**config.mk**
```make
export PLATFORM = sky130hd
export DESIGN_NAME = avst_cmd_avmm_master_flat
export DESIGN_NICKNAME = d
export VERILOG_FILES = /design/src/rtl/avst_cmd_avmm_master_pkg.sv /design/src/rtl/avst_cmd_avmm_master_if.sv /design/src/rtl/avst_cmd_avmm_master_rsp_fifo.sv /design/src/rtl/avst_cmd_avmm_master.sv /design/src/flat_wrapper.sv
export SDC_FILE = /design/constraint.sdc
export NUM_CORES = 1
export LEC_CHECK = 0
export ABC_AREA = 1
export CAP_MARGIN = 20
export CORE_UTILIZATION = 59
export CTS_BUF_LIST = sky130_fd_sc_hd__clkbuf_8
export CTS_CLUSTER_SIZE = 20
export DETAILED_ROUTE_END_ITERATION = 8
export DONT_BUFFER_PORTS = 1
export PLACE_DENSITY = 0.78
export SYNTH_ARGS = -nofsm -noshare
export SYNTH_HDL_FRONTEND = slang
export SYNTH_SLANG_ARGS = --single-unit
```
**constraint.sdc**
```tcl
create_clock -name clk -period 6.6 [get_ports clk]
set_input_delay 1.32 -clock clk [delete_from_list [all_inputs] [get_ports clk]]
set_output_delay 1.32 -clock clk [all_outputs]
set_load 0.1 [all_outputs]
```
**src/rtl/avst_cmd_avmm_master_pkg.sv**
```systemverilog
// Package avmm_mmio_pkg
// Shared definitions for the MMIO command responder: default widths, the
// request FSM state type and the bit positions of the read/write flags in the
// packed AV-ST command word {write, read, addr, wdata}.
package avmm_mmio_pkg;

    localparam int DEF_ADDR_WIDTH     = 18;
    localparam int DEF_DATA_WIDTH     = 64;
    localparam int DEF_RSP_FIFO_DEPTH = 8;

    // Flag positions for the default widths; parameterized users call the
    // helper functions below so the layout follows their own widths.
    localparam int CMD_WR_BIT = DEF_ADDR_WIDTH + DEF_DATA_WIDTH + 1;
    localparam int CMD_RD_BIT = DEF_ADDR_WIDTH + DEF_DATA_WIDTH;

    typedef enum logic {
        IDLE = 1'b0,
        REQ  = 1'b1
    } t_req_state;

    function automatic int cmd_wr_pos(input int addr_w, input int data_w);
        return addr_w + data_w + 1;
    endfunction

    function automatic int cmd_rd_pos(input int addr_w, input int data_w);
        return addr_w + data_w;
    endfunction

endpackage

```
**src/rtl/avst_cmd_avmm_master_if.sv**
```systemverilog
// Interface avst_cmd_avmm_master_if
// Bundles the three buses of the MMIO command responder:
//   in_*   : AV-ST command sink  (in_data = {write, read, addr, wdata})
//   out_*  : AV-ST read-response source
//   avm_*  : single-beat Avalon-MM master
// Modport "master" is the responder's view, "slave" is the view of whatever
// surrounds it (command producer, response consumer and AVMM slave).
interface avst_cmd_avmm_master_if
    import avmm_mmio_pkg::*;
#(
    parameter int AVMM_ADDR_WIDTH = DEF_ADDR_WIDTH,
    parameter int AVMM_DATA_WIDTH = DEF_DATA_WIDTH
);

    localparam int CMD_WIDTH = AVMM_ADDR_WIDTH + AVMM_DATA_WIDTH + 2;

    logic [CMD_WIDTH-1:0]         in_data;
    logic                         in_valid;
    logic                         in_ready;

    logic [AVMM_DATA_WIDTH-1:0]   out_data;
    logic                         out_valid;
    logic                         out_ready;

    logic [AVMM_ADDR_WIDTH-1:0]   avm_address;
    logic                         avm_read;
    logic                         avm_write;
    logic [AVMM_DATA_WIDTH-1:0]   avm_writedata;
    logic [AVMM_DATA_WIDTH/8-1:0] avm_byteenable;
    logic                         avm_waitrequest;
    logic [AVMM_DATA_WIDTH-1:0]   avm_readdata;
    logic                         avm_readdatavalid;

    modport master (
        input  in_data, in_valid,
        output in_ready,
        output out_data, out_valid,
        input  out_ready,
        output avm_address, avm_read, avm_write, avm_writedata, avm_byteenable,
        input  avm_waitrequest, avm_readdata, avm_readdatavalid
    );

    modport slave (
        output in_data, in_valid,
        input  in_ready,
        input  out_data, out_valid,
        output out_ready,
        input  avm_address, avm_read, avm_write, avm_writedata, avm_byteenable,
        output avm_waitrequest, avm_readdata, avm_readdatavalid
    );

endinterface

```
**src/rtl/avst_cmd_avmm_master_rsp_fifo.sv**
```systemverilog
// Module mmio_rsp_fifo
// Synchronous show-ahead FIFO holding AVMM read data until the response
// consumer takes it. The head entry is always visible on dout while !empty.
// Ports:
//   clk, SoftReset  clock and synchronous active-high reset (flushes the FIFO)
//   push, din       write an entry
//   pop             remove the head entry (ignored when empty)
//   dout            head entry
//   empty, full     occupancy flags
// Pointers carry one extra wrap bit so full and empty are distinguishable
// without a separate counter. DEPTH must be a power of 2.
module mmio_rsp_fifo #(
    parameter int WIDTH = 64,
    parameter int DEPTH = 8
) (
    input  logic             clk,
    input  logic             SoftReset,
    input  logic             push,
    input  logic [WIDTH-1:0] din,
    input  logic             pop,
    output logic [WIDTH-1:0] dout,
    output logic             empty,
    output logic             full
);

    localparam int AW = $clog2(DEPTH);
    localparam logic [AW:0] PTR_ONE = (AW + 1)'(1);

    logic [WIDTH-1:0] mem [DEPTH];
    logic [AW:0]      wr_ptr;
    logic [AW:0]      rd_ptr;
    logic             do_push;
    logic             do_pop;

    assign empty = (wr_ptr == rd_ptr);
    assign full  = (wr_ptr[AW] != rd_ptr[AW]) && (wr_ptr[AW-1:0] == rd_ptr[AW-1:0]);

    // A pop on an empty FIFO is meaningless; a push on a full FIFO is only
    // allowed when the head leaves in the same cycle (it reuses that slot).
    assign do_pop  = pop && !empty;
    assign do_push = push && (!full || do_pop);

    assign dout = mem[rd_ptr[AW-1:0]];

    // Storage is not reset; validity is tracked entirely by the pointers.
    always_ff @(posedge clk) begin
        if (do_push) begin
            mem[wr_ptr[AW-1:0]] <= din;
        end
    end

    always_ff @(posedge clk) begin
        if (SoftReset) begin
            wr_ptr <= '0;
            rd_ptr <= '0;
        end else begin
            if (do_push) begin
                wr_ptr <= wr_ptr + PTR_ONE;
            end
            if (do_pop) begin
                rd_ptr <= rd_ptr + PTR_ONE;
            end
        end
    end

endmodule

```
**src/rtl/avst_cmd_avmm_master.sv**
```systemverilog
// Module avst_cmd_avmm_master
// Responder end of the MMIO command stream from the CCI-P MMIO bridge.
// Each accepted command is decoded into one single-beat Avalon-MM read or
// write; read data is buffered and returned in issue order on an AV-ST
// source.
// Ports:
//   clk        core clock (Clk_400)
//   SoftReset  synchronous active-high reset
//   bus        avst_cmd_avmm_master_if.master:
//                in_data/in_valid/in_ready      command sink
//                out_data/out_valid/out_ready   read-response source
//                avm_*                          Avalon-MM master
// A credit counter limits outstanding reads to the response buffer depth,
// so read data can always be absorbed and avm_readdatavalid never stalls.
module avst_cmd_avmm_master
    import avmm_mmio_pkg::*;
#(
    parameter int AVMM_ADDR_WIDTH = DEF_ADDR_WIDTH,
    parameter int AVMM_DATA_WIDTH = DEF_DATA_WIDTH,
    parameter int RSP_FIFO_DEPTH  = DEF_RSP_FIFO_DEPTH
) (
    input  logic                   clk,
    input  logic                   SoftReset,
    avst_cmd_avmm_master_if.master bus
);

    localparam int CNT_WIDTH = $clog2(RSP_FIFO_DEPTH) + 1;
    localparam int WR_BIT    = cmd_wr_pos(AVMM_ADDR_WIDTH, AVMM_DATA_WIDTH);
    localparam int RD_BIT    = cmd_rd_pos(AVMM_ADDR_WIDTH, AVMM_DATA_WIDTH);
    localparam logic [CNT_WIDTH-1:0] CREDIT_MAX = CNT_WIDTH'(RSP_FIFO_DEPTH);
    localparam logic [CNT_WIDTH-1:0] CNT_ONE    = CNT_WIDTH'(1);

    t_req_state                 state;
    t_req_state                 state_nxt;
    logic                       req_read;
    logic                       req_read_nxt;
    logic                       req_write;
    logic                       req_write_nxt;
    logic [AVMM_ADDR_WIDTH-1:0] req_addr;
    logic [AVMM_ADDR_WIDTH-1:0] req_addr_nxt;
    logic [AVMM_DATA_WIDTH-1:0] req_wdata;
    logic [AVMM_DATA_WIDTH-1:0] req_wdata_nxt;

    logic [CNT_WIDTH-1:0]       credits;
    logic [CNT_WIDTH-1:0]       outstanding;

    logic                       cmd_wr;
    logic                       cmd_rd;
    logic [AVMM_ADDR_WIDTH-1:0] cmd_addr;
    logic [AVMM_DATA_WIDTH-1:0] cmd_wdata;
    logic                       in_ready_int;
    logic                       cmd_accept;
    logic                       rd_accept;
    logic                       rd_taken;
    logic                       rd_beat_ok;
    logic                       rsp_push;
    logic                       rsp_pop;

    logic [AVMM_DATA_WIDTH-1:0] fifo_dout;
    logic                       fifo_empty;
    logic                       fifo_full;

    // Command field extraction
    assign cmd_wr    = bus.in_data[WR_BIT];
    assign cmd_rd    = bus.in_data[RD_BIT];
    assign cmd_addr  = bus.in_data[RD_BIT-1 -: AVMM_ADDR_WIDTH];
    assign cmd_wdata = bus.in_data[AVMM_DATA_WIDTH-1:0];

    // Accept only in IDLE with a free response slot; reset blocks acceptance
    // in the reset cycle itself.
    assign in_ready_int = (state == IDLE) && (credits != '0) && !SoftReset;
    assign cmd_accept   = bus.in_valid && in_ready_int;

    // Write wins when both flags are set, so only a pure read costs a credit.
    assign rd_accept = cmd_accept && cmd_rd && !cmd_wr;
    assign rd_taken  = req_read && !bus.avm_waitrequest;

    // Only beats that answer a read issued since the last reset are kept;
    // stragglers from before a reset find outstanding == 0 and are dropped.
    assign rd_beat_ok = bus.avm_readdatavalid && (outstanding != '0);
    assign rsp_push   = rd_beat_ok && !SoftReset;
    assign rsp_pop    = !fifo_empty && bus.out_ready;

    // Next-state and next request register values; the AVMM request is
    // registered so it appears the cycle after the command is accepted and
    // stays frozen while the slave asserts waitrequest.
    always_comb begin
        state_nxt     = state;
        req_read_nxt  = req_read;
        req_write_nxt = req_write;
        req_addr_nxt  = req_addr;
        req_wdata_nxt = req_wdata;

        case (state)
            IDLE: begin
                if (cmd_accept) begin
                    if (cmd_wr) begin
                        state_nxt     = REQ;
                        req_write_nxt = 1'b1;
                        req_read_nxt  = 1'b0;
                        req_addr_nxt  = cmd_addr;
                        req_wdata_nxt = cmd_wdata;
                    end else if (cmd_rd) begin
                        state_nxt     = REQ;
                        req_read_nxt  = 1'b1;
                        req_write_nxt = 1'b0;
                        req_addr_nxt  = cmd_addr;
                    end
                end
            end
            REQ: begin
                if (!bus.avm_waitrequest) begin
                    state_nxt     = IDLE;
                    req_read_nxt  = 1'b0;
                    req_write_nxt = 1'b0;
                end
            end
            default: begin
                state_nxt     = IDLE;
                req_read_nxt  = 1'b0;
                req_write_nxt = 1'b0;
            end
        endcase
    end

    // State and request registers
    always_ff @(posedge clk) begin
        if (SoftReset) begin
            state     <= IDLE;
            req_read  <= 1'b0;
            req_write <= 1'b0;
            req_addr  <= '0;
            req_wdata <= '0;
        end else begin
            state     <= state_nxt;
            req_read  <= req_read_nxt;
            req_write <= req_write_nxt;
            req_addr  <= req_addr_nxt;
            req_wdata <= req_wdata_nxt;
        end
    end

    // Response-slot credits: spent when a read is accepted, returned when its
    // response is consumed; both in one cycle cancel out.
    always_ff @(posedge clk) begin
        if (SoftReset) begin
            credits <= CREDIT_MAX;
        end else if (rd_accept && !rsp_pop) begin
            credits <= credits - CNT_ONE;
        end else if (!rd_accept && rsp_pop) begin
            credits <= credits + CNT_ONE;
        end
    end

    // Reads taken by the slave whose data has not yet come back.
    always_ff @(posedge clk) begin
        if (SoftReset) begin
            outstanding <= '0;
        end else if (rd_taken && !rd_beat_ok) begin
            outstanding <= outstanding + CNT_ONE;
        end else if (!rd_taken && rd_beat_ok) begin
            outstanding <= outstanding - CNT_ONE;
        end
    end

    // Credits guarantee space, so a push into a full buffer without a
    // simultaneous pop means the credit accounting is broken.
    always_ff @(posedge clk) begin
        if (!SoftReset) begin
            assert (!(rsp_push && fifo_full && !rsp_pop));
        end
    end

    mmio_rsp_fifo #(
        .WIDTH (AVMM_DATA_WIDTH),
        .DEPTH (RSP_FIFO_DEPTH)
    ) u_rsp_fifo (
        .clk       (clk),
        .SoftReset (SoftReset),
        .push      (rsp_push),
        .din       (bus.avm_readdata),
        .pop       (rsp_pop),
        .dout      (fifo_dout),
        .empty     (fifo_empty),
        .full      (fifo_full)
    );

    assign bus.in_ready       = in_ready_int;
    assign bus.out_data       = fifo_dout;
    assign bus.out_valid      = !fifo_empty;
    assign bus.avm_address    = req_addr;
    assign bus.avm_read       = req_read;
    assign bus.avm_write      = req_write;
    assign bus.avm_writedata  = req_wdata;
    assign bus.avm_byteenable = '1;

endmodule

```
**src/flat_wrapper.sv**
```systemverilog
// flat-port wrapper written by rule: the top's interface ports become plain ports
module avst_cmd_avmm_master_flat import avmm_mmio_pkg::*;
#(
    parameter int AVMM_ADDR_WIDTH = DEF_ADDR_WIDTH,
    parameter int AVMM_DATA_WIDTH = DEF_DATA_WIDTH,
    parameter int RSP_FIFO_DEPTH  = DEF_RSP_FIFO_DEPTH
)
  (clk, SoftReset, bus_in_data, bus_in_valid, bus_in_ready, bus_out_data, bus_out_valid, bus_out_ready, bus_avm_address, bus_avm_read, bus_avm_write, bus_avm_writedata, bus_avm_byteenable, bus_avm_waitrequest, bus_avm_readdata, bus_avm_readdatavalid);
  avst_cmd_avmm_master_if #(.AVMM_ADDR_WIDTH(AVMM_ADDR_WIDTH), .AVMM_DATA_WIDTH(AVMM_DATA_WIDTH)) bus_i ();
  input  logic clk;
  input  logic SoftReset;
  input wire logic [$bits(bus_i.in_data)-1:0] bus_in_data;
  input wire logic [$bits(bus_i.in_valid)-1:0] bus_in_valid;
  output wire logic [$bits(bus_i.in_ready)-1:0] bus_in_ready;
  output wire logic [$bits(bus_i.out_data)-1:0] bus_out_data;
  output wire logic [$bits(bus_i.out_valid)-1:0] bus_out_valid;
  input wire logic [$bits(bus_i.out_ready)-1:0] bus_out_ready;
  output wire logic [$bits(bus_i.avm_address)-1:0] bus_avm_address;
  output wire logic [$bits(bus_i.avm_read)-1:0] bus_avm_read;
  output wire logic [$bits(bus_i.avm_write)-1:0] bus_avm_write;
  output wire logic [$bits(bus_i.avm_writedata)-1:0] bus_avm_writedata;
  output wire logic [$bits(bus_i.avm_byteenable)-1:0] bus_avm_byteenable;
  input wire logic [$bits(bus_i.avm_waitrequest)-1:0] bus_avm_waitrequest;
  input wire logic [$bits(bus_i.avm_readdata)-1:0] bus_avm_readdata;
  input wire logic [$bits(bus_i.avm_readdatavalid)-1:0] bus_avm_readdatavalid;
  assign bus_i.in_data = bus_in_data;
  assign bus_i.in_valid = bus_in_valid;
  assign bus_in_ready = bus_i.in_ready;
  assign bus_out_data = bus_i.out_data;
  assign bus_out_valid = bus_i.out_valid;
  assign bus_i.out_ready = bus_out_ready;
  assign bus_avm_address = bus_i.avm_address;
  assign bus_avm_read = bus_i.avm_read;
  assign bus_avm_write = bus_i.avm_write;
  assign bus_avm_writedata = bus_i.avm_writedata;
  assign bus_avm_byteenable = bus_i.avm_byteenable;
  assign bus_i.avm_waitrequest = bus_avm_waitrequest;
  assign bus_i.avm_readdata = bus_avm_readdata;
  assign bus_i.avm_readdatavalid = bus_avm_readdatavalid;
  avst_cmd_avmm_master #(.AVMM_ADDR_WIDTH(AVMM_ADDR_WIDTH), .AVMM_DATA_WIDTH(AVMM_DATA_WIDTH), .RSP_FIFO_DEPTH(RSP_FIFO_DEPTH)) u_core (.clk(clk), .SoftReset(SoftReset), .bus(bus_i));
endmodule
```
==> impl_metrics.env <==
export IMPL_status="complete, no violations"
export IMPL_fin_ws_ps=1850
export IMPL_critPathMaxFanout=104
export IMPL_total_power_w=0.0101
export IMPL_synth_top_flop_cell="edfxtp_1"
export IMPL_end_kind="output pin"
export IMPL_overflow=0
export IMPL_design_core_area_um2=39800
export IMPL_cts_hold_buf=0
export IMPL_numCtsBuffers=95
export IMPL_ir_drop_mv=0.263
export IMPL_place_congestion=0.801
export IMPL_async_flop_share_pct=0
export IMPL_cp_data_arrival_time_ps=3430
export IMPL_rsz0062_at_grt="no"
export IMPL_num_io_pins=312
export IMPL_path_cells="buf_4 -> o21ai_0 -> o21ai_0 -> a21oi_1 -> a31oi_2 -> buf_4"
export IMPL_yosysSeqAreaShare_pct=73.0
export IMPL_port_buffers=0
export IMPL_min_path_type="flip-flop to flip-flop"
export IMPL_post_dp_cell_area_um2=25100
export IMPL_synth_area_per_cell_um2=11.7
export IMPL_initial_utilization_pct=60.1
export IMPL_final_max_slew_viol_count=0
export IMPL_fin_crit_sh_pct=72.0
export IMPL_fmax_ghz=0.210
export IMPL_final_common_cell="edfxtp_1"
export IMPL_drt_iter0_markers=1125
export IMPL_wl_um=54100
export IMPL_die_w_um=203
export IMPL_vias_per_cell=5.79
export IMPL_synth_seq_cells=616
export IMPL_drt_first_pass_iters=6
export IMPL_cts_resized=0
export IMPL_skew_ps=36.4
export IMPL_final_cell_mix="edfxtp_1 (512), nor2_1 (467), o21ai_0 (327)"
export IMPL_cts_root_buf="clkbuf_8"
export IMPL_cts_clk_slew_worst_paths_ps=70
export IMPL_synthesis_instances=2047
export IMPL_grt_pass1_vias=15600
export IMPL_hold_violations=0
export IMPL_grt_max_degree=166
export IMPL_via_count=15600
export IMPL_max_slew_margin_pct=26.5
export IMPL_synth_edf_count=512
export IMPL_die_h_um=203
export IMPL_synth_area_um2=23900
export IMPL_cpPeakStageDelay_ps=910
export IMPL_area_delta_synth_final_pct=12.8
export IMPL_clock_path_buffers=3
export IMPL_drive_gt1_share_pct=14.1
export IMPL_avgRoutedWirePerCell_um=20.0
export IMPL_final_cells=2704
export IMPL_hpwl_um=29300
export IMPL_tns_ps=0
export IMPL_cap_violations=0
export IMPL_num_antenna_cells=0
export IMPL_rows=73
export IMPL_die_area_um2=41400
export IMPL_grtUsageTotal_pct=26.1
export IMPL_dp_cells=2532
export IMPL_crit_type="flip-flop to output pin"
export IMPL_h_tree_depth=3
export IMPL_postLayoutCellArea_um2=27000
export IMPL_antenna_left=0
export IMPL_insertion_delay_ps=660
export IMPL_post_route_min_period_ps=4750
export IMPL_post_place_ws_ps=2450
export IMPL_antenna_found_initial=0
export IMPL_nets=2270
export IMPL_setup_viol=0
export IMPL_p_per_area_nw_per_um2=376
export IMPL_cp_required_ps=5280
export IMPL_cts_setup_buffers=0
export IMPL_ys_warn_count=0
export IMPL_cts_sinks=616
export IMPL_p_leak_nw=9.47
export IMPL_cts_tree="built"
export IMPL_grt_first_pass_wirelength_um=83200
export IMPL_tightest_slew_ps=1100
export IMPL_crit_path_start_kind="flip-flop"
export IMPL_cp_slowest_cell="buf_4"
export IMPL_drc=0
export IMPL_synthDistinctLibCells=26
## metrics by stage
step | hold slack, ps | utilization, %
floorplan | 450 | -
global placement | 454 | 62.9
detailed placement | 470 | 63.0
CTS | 481 | 67.6
global route | 506 | 67.7
finish | 480 | 67.7
## cells by family after synthesis
kind of cell,Yosys count,synth area share [%]
other,1,0.0157
buffers and inverters,175,3.52
DFF,616,73.0
xor gates and xnor gates,13,0.476
and+or+nand+nor,725,11.6
adders and majority gates,9,0.502
AOI/OAI and AO/OA,508,11.0
## path summary, 6_finish.rpt
path / slack (ps) / to / cells after the start / from
max: 1850 / bus_out_data[37] / 6 / flip-flop
min: 480 / u_core.u_rsp_fifo.wr_ptr[3] / 2 / u_core.u_rsp_fifo.wr_ptr[3]
max reg2reg: 3320 / u_core.u_rsp_fifo.mem[3][36] / 7 / u_core.outstanding[0]
min reg2reg: 480 / u_core.u_rsp_fifo.wr_ptr[3] / 2 / u_core.u_rsp_fifo.wr_ptr[3]
## metal layers
metal | vias to the layer above | routed length [um] | global-route usage, %
li1 | 7296 | - | -
met1 | 7529 | 21300 | 32.4
met2 | 692 | 26500 | 43.6
met3 | 127 | 4740 | 6.95
met4 | 0 | 1630 | 10.8
met5 | - | 0 | 0
## Yosys cell counts (8+ instances only)
cell type / number / area share (%)
ha_1: 8 / 0.42
dfxtp_1: 104 / 8.7
o21ai_1: 18 / 0.38
inv_1: 36 / 0.56
nand2_1: 223 / 3.5
a31oi_1: 64 / 1.7
edfxtp_1: 512 / 64
buf_2: 33 / 0.69
nor2_1: 474 / 7.4
nand3_1: 19 / 0.40
xor2_1: 10 / 0.37
buf_1: 8 / 0.13
o21ai_0: 327 / 6.8
clkbuf_1: 62 / 0.97
buf_4: 24 / 0.75
a21oi_1: 99 / 2.1
## layout make-up
| cell class | count | area, um^2 |
|---|---|---|
| flip-flops and latches | 616 | 17500 |
| fillers | 2824 | 12800 |
| multi-input cells | 1263 | 6110 |
| clock buffers | 101 | 1390 |
| repair buffers | 92 | 776 |
| well taps | 525 | 657 |
| clock inverters | 68 | 418 |
| inverters | 39 | 156 |
## state kept, by name (all words and copies together), names as in the netlist, named ones only
signal / flops
u_core.u_rsp_fifo.mem: 512
u_core.u_rsp_fifo.wr_ptr: 4
u_core.u_rsp_fifo.rd_ptr: 4
u_core.credits: 4
u_core.bus.avm_address: 18
u_core.bus.avm_writedata: 64
u_core.bus.avm_read: 1
u_core.outstanding: 4
u_core.bus.avm_write: 1
u_core.state: 1
## where the power goes
group | total (W) | internal, W | switching, W
registers | 0.00479 | 0.00438 | 0.000406
clock network | 0.00304 | 0.00158 | 0.00146
logic | 0.00232 | 0.000507 | 0.00182
## worst max-delay path: cells and delay by family, from the launching register on
kind,cells,cell delay (ps)
AOI/OAI and AO/OA,4,760
buffers and inverters,2,1250
DFF,1,710
(Power assumes the default switching activity.)
